--- config.mk ---
export PLATFORM = sky130hd
export DESIGN_NAME = pmod
export DESIGN_NICKNAME = d
export VERILOG_FILES = /design/src/rtl/pmod.sv
export SDC_FILE = /design/constraint.sdc
export NUM_CORES = 1
export LEC_CHECK = 0
export BUFFER_PORTS_ARGS = -buffer_cell sky130_fd_sc_hd__buf_2
export CAP_MARGIN = 20
export CORE_MARGIN = 3
export CORE_UTILIZATION = 55
export DETAILED_ROUTE_END_ITERATION = 8
export PLACE_DENSITY = 0.82
export SLEW_MARGIN = 30
export SYNTH_ARGS = -nofsm -noshare
export SYNTH_HDL_FRONTEND = slang
export SYNTH_SLANG_ARGS = --single-unit
--- constraint.sdc ---
create_clock -name clk -period 2.33 [get_ports clk]
set_input_delay 0.466 -clock clk [delete_from_list [all_inputs] [get_ports clk]]
set_output_delay 0.466 -clock clk [all_outputs]
set_load 0.05 [all_outputs]
--- src/rtl/pmod.sv ---
// pmod: QPSK modulator with a frame-synchronous 15-bit LFSR scrambler.
// Scrambled bits pair up as I/Q, map to +/-AMP and carry frame sof/eof markers.
module pmod #(
  parameter int unsigned        FRAME_SYMS = 1024,
  parameter logic signed [11:0] AMP        = 12'sd724,
  parameter logic [14:0]        SCR_SEED   = 15'h7FFF
) (
  input  logic               clk,
  input  logic               rst,
  input  logic               di,
  input  logic               di_vld,
  input  logic               di_sof,
  output logic signed [11:0] do_re,
  output logic signed [11:0] do_im,
  output logic               do_vld,
  output logic               do_sof,
  output logic               do_eof,
  output logic               err
);
  localparam int unsigned      CNT_W    = 16;
  localparam logic [CNT_W-1:0] LAST_SYM = CNT_W'(FRAME_SYMS - 1);

  typedef enum logic {S_IDLE, S_RUN} state_t;

  state_t           r_state;
  state_t           w_state_nxt;
  logic [14:0]      r_s;
  logic             r_have_i;
  logic             r_i_bit;
  logic [CNT_W-1:0] r_cnt;

  logic             w_restart;
  logic             w_accept;
  logic [14:0]      w_s_cur;
  logic             w_p;
  logic             w_b;
  logic             w_emit;
  logic             w_last;
  logic             w_err;

  function automatic logic signed [11:0] f_map(input logic b);
    return b ? -AMP : AMP;
  endfunction

  // State register
  always_ff @(posedge clk) begin
    if (rst) r_state <= S_IDLE;
    else     r_state <= w_state_nxt;
  end

  // Next-state logic; an eof symbol drops back to IDLE, a sof restarts in place
  always_comb begin
    w_state_nxt = r_state;
    case (r_state)
      S_IDLE:  if (w_restart) w_state_nxt = S_RUN;
      S_RUN:   if (w_emit && w_last) w_state_nxt = S_IDLE;
      default: w_state_nxt = S_IDLE;
    endcase
  end

  // Input qualification, scrambler tap and protocol-error detection
  always_comb begin
    w_restart = di_vld && di_sof;
    w_accept  = di_vld && (di_sof || (r_state == S_RUN));
    w_s_cur   = w_restart ? SCR_SEED : r_s;
    w_p       = w_s_cur[14] ^ w_s_cur[13];
    w_b       = di ^ w_p;
    w_emit    = w_accept && !di_sof && r_have_i;
    w_last    = (r_cnt == LAST_SYM);
    // a bit arriving right after the eof symbol, with no new sof, is a violation
    w_err     = (w_restart && (r_state == S_RUN)) ||
                (di_vld && !di_sof && (r_state == S_IDLE) && do_vld && do_eof);
  end

  // Datapath: LFSR, I-bit holding register, symbol counter and output registers
  always_ff @(posedge clk) begin
    if (rst) begin
      r_s      <= SCR_SEED;
      r_have_i <= 1'b0;
      r_i_bit  <= 1'b0;
      r_cnt    <= '0;
      do_re    <= '0;
      do_im    <= '0;
      do_vld   <= 1'b0;
      do_sof   <= 1'b0;
      do_eof   <= 1'b0;
      err      <= 1'b0;
    end else begin
      do_vld <= w_emit;
      do_sof <= w_emit && (r_cnt == '0);
      do_eof <= w_emit && w_last;
      err    <= w_err;
      if (w_accept) r_s <= {w_s_cur[13:0], w_p};
      if (w_restart) begin
        r_have_i <= 1'b1;
        r_i_bit  <= w_b;
        r_cnt    <= '0;
      end else if (w_accept) begin
        if (r_have_i) begin
          do_re    <= f_map(r_i_bit);
          do_im    <= f_map(w_b);
          r_have_i <= 1'b0;
          r_cnt    <= w_last ? '0 : r_cnt + CNT_W'(1);
        end else begin
          r_have_i <= 1'b1;
          r_i_bit  <= w_b;
        end
      end
    end
  end
endmodule

==> reports/summary.txt <==
Share of cells above drive strength 1 - 18.03%
CP max stage cell - or4_4
DRT iter0 DRCs - 102
RR Endpoint - r_cnt[5]
Hold Buf Count CTS - 0
Commonest cells post-synth - 43 x dfxtp_1, 36 x nor2_1, 19 x buf_4, 19 x nor3_1, 14 x o21bai_1
RSZ-0062 raised after global routing - no
Antenna diodes - 0
# setup viols final - 0
Fin. Hold Viols - 0
Slew @ Worst Pin - 0.5385 ns
Peak VDD IR - 0.3743 mV
WL per Instance - 12.38 um
Row cnt - 21
Post-CTS sizing - 0
Asr flop ratio synth - 0%
Root buf cell - clkbuf_8
Final slew viol count - 0
Iteration count of the initial detailed-routing pass - 4
Syn. warnings - 0
Final WL - 3590 um
CTS clk-pin slew, worst paths - 0.08 ns
Ranking of synthesized cells by area - dfxtp_1 43%, buf_4 7.1%, nor2_1 6.7%
Top Ports - 33
CTS Buffer Depth - 2
Post-Syn Area - 0.002021 mm2
EDFF count, synth - 0
CP required - 2.50 ns
Setup_tns - 0 ns
Pwr/cell area - 701.0 mW/mm2
Number of global-route vias before repair - 1432
Max incr delay on CP - 0.57 ns
Worst reg2reg path depth - 4
Core Footprint - 0.003442 mm2
First-pass GRT wire length - 6175 um
Syn Area/Cell - 8.635 um2
Area Overhead vs Synth - 7.740%
Dpl hpwl - 2460 um
Leakage Power - 0.8819 nW
GRT Overall Usage - 17.91%
Min-delay src - r_i_bit
Cts bufs inserted - 5
Die ar. - 0.004438 mm2
Antenna violations before repair - 0
Initial cell density of the core - 58.71%
Remaining DRCs - 0
Port-buffer cells - 28
Type of origin of the critical path - flip-flop
Worst R2R Start - r_cnt[10]
Post-synthesis sequential area ratio - 42.60%
Gate Count Post-Synth - 234
Most numerous cell in the Yosys netlist - dfxtp_1
Post-CTS Setup Bufs - 0
WP data arrival - 2.02 ns
Post-route worst setup slack - 0.4764 ns
Global route overflow - 0
Final Critical Period - 1.854 ns
Crit-path cells - or4_4, nor4_4, a221o_2, nor2_1
Die span in y - 66.62 um
Hold path depth - 2
DP Worst Slack - 0.4056 ns
TritonCTS clock tree - built
Hold Path Class - reg2reg
Sequential cell area - 860.8 um2
Yosys top cell by area - dfxtp_1
CP Class - reg2reg
Worst skew pair latency - 0.29 ns
Worst Skew - 0.007965 ns
Slew headroom - 64.10%
Clock sink count - 43
DR vias/cell - 5.438
Unique masters post-synth - 44
Synth top area share - 42.60%
# fillers - 286
Crit end category - flip-flop
Main synth FF type - dfxtp_1
Largest net degree at the start of global routing - 27
Worst min-delay path endpoint - do_re[10]
Area occupied by multi-input gates - 955.9 um2
DRT antenna net count - 0
Die width - 66.62 um
H-tree levels - 2
GPL Wtd Cong - 0.8073
Final period util - 79.55%
FMAX - 539.5 MHz
Status - complete, no violations
Nets@finish - 250
Reg2Reg Setup Slack - 0.48 ns
Vias - 1577
#FFs+latches synth - 43
CP Max Fanout - 16
Number of max-cap violations - 0
==> through the flow <==
step	area (um2)	instances	utilization [%]	hold WS, ns	total power [mW]
global route	2177	290	63.25	0.5011	1.575
global placement	2044	282	59.40	0.4614	0.8620
finish	2177	290	63.25	0.4710	1.526
detailed placement	2044	282	59.40	0.4635	0.8627
CTS	2177	290	63.25	0.4750	1.537
floorplan	2032	237	-	0.4391	0.8548
==> layout make-up <==
class                           count  area share, %
Multi-Input combinational cell    159          43.91
Clock buffer                        6          3.333
Inverter                            4         0.6897
Clock inverter                      2          2.759
Timing Repair Buffer               30          7.126
Tap cell                           46          2.644
Sequential cell                    43          39.54
==> state kept, by name (all words and copies together), names as in the netlist <==
| register | count |
|---|---|
| do_eof | 1 |
| do_im | 2 |
| do_re | 3 |
| do_sof | 1 |
| do_vld | 1 |
| err | 1 |
| r_cnt | 16 |
| r_have_i | 1 |
| r_i_bit | 1 |
| r_s | 15 |
| r_state | 1 |
==> worst max-delay path by stage <==
stage              start         to  slack, ns  cells past startpoint
3_5_place_dp      di_sof  r_cnt[14]       0.41                      5
3_3_place_gp      di_sof  r_cnt[14]       0.44                      5
4_1_cts        r_cnt[10]   r_cnt[5]       0.45                      4
6_report       r_cnt[10]   r_cnt[5]       0.48                      4
2_1_floorplan     di_sof  r_cnt[14]       0.61                      5
5_1_grt        r_cnt[10]   r_cnt[7]       0.37                      4
==> kinds of logic after synthesis <==
| group | synth area share (%) |
|---|---|
| AO/OA/AOI/OAI | 13.68 |
| AND/OR/NAND/NOR | 26.44 |
| other | 0.1856 |
| adder cells (fa/ha/maj) | 1.238 |
| XOR/XNOR | 5.201 |
| flip-flops | 42.60 |
| buffers and inverters | 10.65 |
==> critical path, delay by kind of cell (launching register included) <==
| kind | cells | cell delay, ns |
|---|---|---|
| flops | 1 | 0.35 |
| simple gates | 3 | 0.98 |
| compound gates | 1 | 0.40 |
==> layout by cell type (no fill, tap or decap), types with 2 or more instances in the layout <==
cell and count:
nand3b_1 2, or4_1 2, a211oi_1 2, ha_1 2, dfxtp_1 43, bufinv_16 2
o21bai_1 14, a21oi_1 12, inv_1 4, or3_1 2, clkbuf_8 5, nand3_1 8
nor3_1 19, nand2_1 11, buf_2 28, conb_1 4, nand4b_1 2, xor2_1 4
nand4_1 4, nor4_1 6, o31ai_1 2, nor2_1 36, buf_4 2, xnor2_1 8
==> power by group <==
group	internal (mW)	switching [mW]
combinational	0.0232	0.0704
sequential	0.742	0.0103
clock	0.428	0.252
total	1.19	0.333
==> metal layers <==
layer / wire length, um / share of wire [%] / vias up / global-route usage [%]
met4: 80 / 2.2 / 0 / 8.376
met2: 1623 / 45 / 37 / 28.96
li1: - / - / 813 / -
met1: 1701 / 47 / 719 / 21.27
met5: 0 / 0 / - / 0
met3: 184 / 5.1 / 8 / 5.902
(Power assumes the default switching activity.)
